`config.mk`:
```
export PLATFORM = sky130hd
export DESIGN_NAME = uart_tx_flat
export DESIGN_NICKNAME = d
export VERILOG_FILES = /design/src/rtl/uart_pkg.sv /design/src/rtl/uart_tx_if.sv /design/src/rtl/uart_tx_baud_gen.sv /design/src/rtl/uart_tx.sv /design/src/flat_wrapper.sv
export SDC_FILE = /design/constraint.sdc
export NUM_CORES = 1
export LEC_CHECK = 0
export CORE_ASPECT_RATIO = 0.9
export CORE_MARGIN = 4
export CORE_UTILIZATION = 30
export CTS_BUF_LIST = sky130_fd_sc_hd__clkbuf_2
export DETAILED_ROUTE_END_ITERATION = 8
export HOLD_SLACK_MARGIN = 0.15
export SYNTH_ARGS = -nofsm -noshare
export SYNTH_HDL_FRONTEND = slang
export SYNTH_HIERARCHICAL = 1
export SYNTH_SLANG_ARGS = --single-unit
```
`constraint.sdc`:
```
create_clock -name clk -period 2.4 [get_ports clk]
set_input_delay 0.24 -clock clk [delete_from_list [all_inputs] [get_ports clk]]
set_output_delay 0.24 -clock clk [all_outputs]
set_load 0.02 [all_outputs]
```
`src/rtl/uart_pkg.sv`:
```
// uart_pkg: shared types and constants for the UART transmitter (and receiver).
//   tx_state_t  - transmitter FSM states
//   PARITY_*    - parity_mode encodings
//   DATA_BITS   - data bits per character
//   FRAME_BITS  - start + data + parity + stop
//   calc_parity - parity bit for a byte under a given mode
package uart_pkg;

    typedef enum logic [2:0] {
        IDLE,
        START,
        DATA,
        PARITY,
        STOP,
        RELEASE
    } tx_state_t;

    localparam logic PARITY_ODD  = 1'b1;
    localparam logic PARITY_EVEN = 1'b0;
    localparam int   DATA_BITS   = 8;
    localparam int   FRAME_BITS  = 11;

    function automatic logic calc_parity(logic [DATA_BITS-1:0] d, logic mode);
        return (mode == PARITY_ODD) ? ~^d : ^d;
    endfunction

endpackage

```
`src/rtl/uart_tx_if.sv`:
```
// uart_tx_if: request/line bundle of the UART transmitter.
//   send        - transmit request (level)
//   din         - byte to transmit
//   parity_mode - 1 = odd, 0 = even
//   tx_out      - serial line, idle high
//   busy        - frame in progress or waiting for send release
interface uart_tx_if;
    import uart_pkg::*;

    logic                 send;
    logic [DATA_BITS-1:0] din;
    logic                 parity_mode;
    logic                 tx_out;
    logic                 busy;

    modport master (output send, din, parity_mode, input tx_out, busy);
    modport slave  (input send, din, parity_mode, output tx_out, busy);

endinterface

```
`src/rtl/uart_tx_baud_gen.sv`:
```
// baud_gen: bit-period timer producing a one-cycle tick every BAUD_CLOCKS cycles.
//   clk   - system clock
//   rst   - asynchronous active-low reset
//   clear - synchronous restart of the period (holds the count at 0)
//   tick  - high on the last cycle of each bit period
module baud_gen #(
    parameter int BAUD_CLOCKS = 5208
) (
    input  logic clk,
    input  logic rst,
    input  logic clear,
    output logic tick
);
    localparam int W = (BAUD_CLOCKS > 1) ? $clog2(BAUD_CLOCKS) : 1;

    logic [W-1:0] cnt;

    assign tick = (cnt == W'(BAUD_CLOCKS - 1));

    always_ff @(posedge clk or negedge rst) begin
        if (!rst)
            cnt <= '0;
        else if (clear || tick)
            cnt <= '0;
        else
            cnt <= cnt + W'(1);
    end

endmodule

```
`src/rtl/uart_tx.sv`:
```
// uart_tx: UART transmitter, 1 start, 8 data (LSB first), 1 parity, 1 stop bit.
//   clk - system clock
//   rst - asynchronous active-low reset
//   bus - uart_tx_if slave: send/din/parity_mode in, tx_out/busy out
module uart_tx
    import uart_pkg::*;
#(
    parameter int CLK_FREQUENCY = 100000000,
    parameter int BAUD_RATE     = 19200
) (
    input  logic     clk,
    input  logic     rst,
    uart_tx_if.slave bus
);
    localparam int BAUD_CLOCKS = CLK_FREQUENCY / BAUD_RATE;

    tx_state_t            state;
    logic [DATA_BITS-1:0] shift_reg;
    logic                 parity_bit;
    logic [2:0]           bit_cnt;
    logic                 tx_q;
    logic                 busy_q;
    logic                 tick;
    logic                 baud_clear;

    // Holding the timer at zero while idle makes every frame start a fresh
    // bit period on the acceptance edge.
    assign baud_clear = (state == IDLE) || (state == RELEASE);

    baud_gen #(.BAUD_CLOCKS(BAUD_CLOCKS)) u_baud (
        .clk   (clk),
        .rst   (rst),
        .clear (baud_clear),
        .tick  (tick)
    );

    assign bus.tx_out = tx_q;
    assign bus.busy   = busy_q;

    // tx_q always carries the level of the bit being sent, so each transition
    // loads the next bit's value directly.
    always_ff @(posedge clk or negedge rst) begin
        if (!rst) begin
            state      <= IDLE;
            shift_reg  <= '0;
            parity_bit <= 1'b0;
            bit_cnt    <= '0;
            tx_q       <= 1'b1;
            busy_q     <= 1'b0;
        end else begin
            case (state)
                IDLE: begin
                    if (bus.send) begin
                        shift_reg  <= bus.din;
                        parity_bit <= calc_parity(bus.din, bus.parity_mode);
                        bit_cnt    <= '0;
                        tx_q       <= 1'b0;
                        busy_q     <= 1'b1;
                        state      <= START;
                    end
                end
                START: begin
                    if (tick) begin
                        tx_q  <= shift_reg[0];
                        state <= DATA;
                    end
                end
                DATA: begin
                    if (tick) begin
                        if (bit_cnt == 3'(DATA_BITS - 1)) begin
                            tx_q  <= parity_bit;
                            state <= PARITY;
                        end else begin
                            shift_reg <= shift_reg >> 1;
                            tx_q      <= shift_reg[1];
                            bit_cnt   <= bit_cnt + 3'd1;
                        end
                    end
                end
                PARITY: begin
                    if (tick) begin
                        tx_q  <= 1'b1;
                        state <= STOP;
                    end
                end
                STOP: begin
                    if (tick) begin
                        busy_q <= bus.send;
                        state  <= bus.send ? RELEASE : IDLE;
                    end
                end
                RELEASE: begin
                    if (!bus.send) begin
                        busy_q <= 1'b0;
                        state  <= IDLE;
                    end
                end
                default: begin
                    tx_q   <= 1'b1;
                    busy_q <= 1'b0;
                    state  <= IDLE;
                end
            endcase
        end
    end

endmodule

```
`src/flat_wrapper.sv`:
```
// flat-port wrapper written by rule: the top's interface ports become plain ports
module uart_tx_flat import uart_pkg::*;
#(
    parameter int CLK_FREQUENCY = 100000000,
    parameter int BAUD_RATE     = 19200
)
  (clk, rst, bus_send, bus_din, bus_parity_mode, bus_tx_out, bus_busy);
  uart_tx_if bus_i ();
  input  logic clk;
  input  logic rst;
  input wire logic [$bits(bus_i.send)-1:0] bus_send;
  input wire logic [$bits(bus_i.din)-1:0] bus_din;
  input wire logic [$bits(bus_i.parity_mode)-1:0] bus_parity_mode;
  output wire logic [$bits(bus_i.tx_out)-1:0] bus_tx_out;
  output wire logic [$bits(bus_i.busy)-1:0] bus_busy;
  assign bus_i.send = bus_send;
  assign bus_i.din = bus_din;
  assign bus_i.parity_mode = bus_parity_mode;
  assign bus_tx_out = bus_i.tx_out;
  assign bus_busy = bus_i.busy;
  uart_tx #(.CLK_FREQUENCY(CLK_FREQUENCY), .BAUD_RATE(BAUD_RATE)) u_core (.clk(clk), .rst(rst), .bus(bus_i));
endmodule
```
==> impl_metrics.py <==
metrics = {
    "status": {
        "status": "completed",
    },
    "finish": {
        "syn2layout_area_growth_pct": 13.6,
        "drive_gt1_share_pct": 13.2,
        "layout_commonest_cell": "dfrtp_1",
        "nFillCells": 536,
        "multi_input_area_um2": 835,
        "antenna_cells": 0,
        "layout_common_cells": "dfrtp_1, nor2_1, a21oi_1, clkdlybuf4s50_1, o21ai_0",
        "seq_area_um2": 752,
        "largest_reg_flops": 13,
        "nNetsFinal": 196,
    },
    "floorplan": {
        "io_pins": 14,
        "dieArea_um2": 6790,
        "die_h_um": 78.6,
        "die_w_um": 86.4,
        "initial_utilization_pct": 31.2,
        "coreArea_um2": 5320,
        "fp-row-count": 25,
    },
    "logic_synthesis": {
        "synth_fa_ha_area_share_pct": 2.26,
        "synthTopCellsByArea": "dfrtp_1, a21oi_1, mux2i_1, nor2_1, xnor2_1",
        "synth-async-reset-ratio_pct": 100,
        "synth_compound_area_share_pct": 14.3,
        "syn_avg_cell_area_um2": 9.99,
        "ys.warnings.count": 6,
        "synth_area_um2": 1660,
        "synthCells": 166,
        "ys_seq_area_share_pct": 45.3,
        "synth_edf_count": 0,
        "synth_nets": 181,
        "muxShareOfSynthArea_pct": 7.09,
        "synth_top_family_by_area": "simple AND/OR/NAND/NOR gates",
        "yosysUniqueCellTypes": 44,
        "ys.flop_type": "dfrtp_1",
        "ys_ff_latch": 30,
        "synth-xor-area-share_pct": 7.24,
        "yosys.area_share.simple_pct": 19.2,
        "synth_top_area_cell": "dfrtp_1",
        "yosys.area.top_type_share_pct": 43.7,
    },
    "drt": {
        "drc": 0,
        "ant_nets": 0,
        "avgViaCountPerCell": 4.85,
        "dr.pass1.iters": 4,
        "routedWlPerCell_um": 12.4,
        "routed_wirelength_um": 3080,
        "route.vias.total": 1207,
        "first_iter_violations": 55,
    },
    "power_and_ir_drop": {
        "p_per_area_nw_per_um2": 782,
        "internal_power_w": 0.000945,
        "p_leak_nw": 0.813,
        "seqPwrFrac_pct": 52.2,
        "vdd_ir_drop_max_mv": 0.305,
        "p_sw_share_pct": 35.9,
        "clkPwrFrac_pct": 16.7,
        "net-switching-power_w": 0.000528,
        "power_w": 0.00147,
        "comb_power_share_pct": 31.2,
    },
    "timing": {
        "fin_ws_ns": 0.317,
        "tns_ns": 0,
        "fmax_ghz": 0.480,
        "finalCriticalPeriod_ns": 2.08,
        "fin_crit_sh_pct": 86.8,
        "finalHoldViolations": 0,
        "relSlewSlack_pct": 70.4,
        "clock_skew_ns": 0.0131,
        "whs_ns": 0.241,
        "finalMaxSlewViolations": 0,
        "worstMarginPinSlew_ns": 0.444,
        "rsz0062_at_grt": "no",
        "setup_viol": 0,
    },
    "clocking": {
        "tritoncts": "built",
        "clkSinkCount": 30,
        "clock-root-buffer": "clkbuf_2",
        "path_clk_slew_ns": 0.16,
        "cts_setup_buffers": 0,
        "cts_buffer_depth": 2,
        "cts-htree-levels": 2,
        "cts_buffers": 5,
        "worstSkewPairLatency_ns": 0.36,
    },
    "critical_path": {
        "crit_type": "reg2reg",
        "start_kind": "flop",
        "cp.required_ns": 2.69,
        "r2r_start": "u_core/u_baud/cnt[9]$_DFF_PN0_",
        "r2r_cells": 7,
        "crit_end": "u_core/shift_reg[1]$_DFFE_PN0P_",
        "worstSetupEndpointType": "flop",
        "crit-reg2reg-capture": "u_core/shift_reg[1]$_DFFE_PN0P_",
        "crit_path_max_fanout": 15,
        "r2r_slack_ns": 0.32,
        "cp.arrival_ns": 2.37,
        "startpoint": "u_core/u_baud/cnt[9]$_DFF_PN0_",
    },
    "place": {
        "dp_hpwl_um": 2210,
        "gp_congestion": 0.773,
        "dp_slack_ns": 0.253,
        "place.port_buffers": 13,
    },
    "grt": {
        "grt_first_pass_wirelength_um": 5410,
        "grt_max_degree": 31,
        "gr-total-overflow": 0,
        "antenna_found_initial": 0,
        "grt_usage_pct": 10.2,
        "grt_pass1_vias": 1136,
    },
    "hold_path": {
        "hold_class": "in2async",
    },
    "flow_run": {
        "maxCapViolCount": 0,
    },
}
## metal layers
metal	routed length, um	vias up	GRT usage (%)
li1	-	626	-
met1	1600	556	13.8
met2	1290	16	14.1
met3	104	9	3.67
met4	75	0	5.14
met5	0	-	0
## metrics by stage
step                util (%)  instance area (um2)  instances
finish                  35.4                 1880        249
global route            35.4                 1880        249
CTS                     35.4                 1880        249
floorplan                  -                 1660        166
global placement        34.6                 1840        241
detailed placement      34.6                 1840        241
## power groups by stage
stage	Combinational, W	Clock (W)	Sequential (W)
detailed placement	0.000465	0	0.000777
floorplan	0.000380	0	0.000735
global placement	0.000453	0	0.000779
global route	0.000531	0.000282	0.000787
finish	0.000459	0.000246	0.000768
CTS	0.000466	0.000265	0.000768
## logic make-up (layout without fill, tap and decap cells)
group / count (synthesis) / in the layout
AND/OR/NAND/NOR: 56 / 56
AO/OA/AOI/OAI: 40 / 40
flip-flops: 30 / 30
buffers and inverters: 14 / 30
XOR/XNOR: 12 / 12
multiplexers: 11 / 11
adder cells (fa/ha/maj): 3 / 3
## Yosys cell counts (all sizes together) (2+ instances only)
cell	instances
nand4	5
xor2	5
inv	6
nor2b	4
o21ai	9
o21a	2
ha	3
nor2	21
nand3	5
mux2	3
o31ai	4
dfrtp	29
xnor2	6
a21oi	18
nand2b	2
or3	4
mux2i	8
buf	7
o22ai	2
or4	4
nand2	5
## worst max-delay path: stages, from the launching register on
cell and delay (ns):
dfrtp_1 0.46, nor4b_1 0.38, and4_1 0.36, nand3b_1 0.12, a21boi_2 0.26, buf_4 0.24, nor2_1 0.06, a21oi_1 0.12
## area by class of cell
cell class / count / share of cell area (%)
Tap cell: 67 / 4.45
Timing Repair Buffer: 16 / 8.10
Multi-Input combinational cell: 122 / 44.3
Clock inverter: 2 / 0.465
Sequential cell: 30 / 39.9
Inverter: 6 / 1.20
Clock buffer: 6 / 1.59
## how the worst min path moves through the flow
stage | start | end | slack, ns
floorplan | rst | u_core/bit_cnt[0]$_DFFE_PN0P_ | -0.06
global placement | u_core/u_baud/cnt[0]$_DFF_PN0_ | u_core/u_baud/cnt[0]$_DFF_PN0_ | 0.50
detailed placement | u_core/u_baud/cnt[0]$_DFF_PN0_ | u_core/u_baud/cnt[0]$_DFF_PN0_ | 0.48
CTS | rst | u_core/u_baud/cnt[8]$_DFF_PN0_ | 0.23
global route | rst | u_core/shift_reg[6]$_DFFE_PN0P_ | 0.26
finish | rst | u_core/u_baud/cnt[8]$_DFF_PN0_ | 0.24
## repair_timing
action | 4_1_cts | 5_1_grt
setup endpoints to repair | 0 | 6
hold buffers | 0 | 0
gates resized for setup | 0 | 1
(Power assumes the default switching activity.)
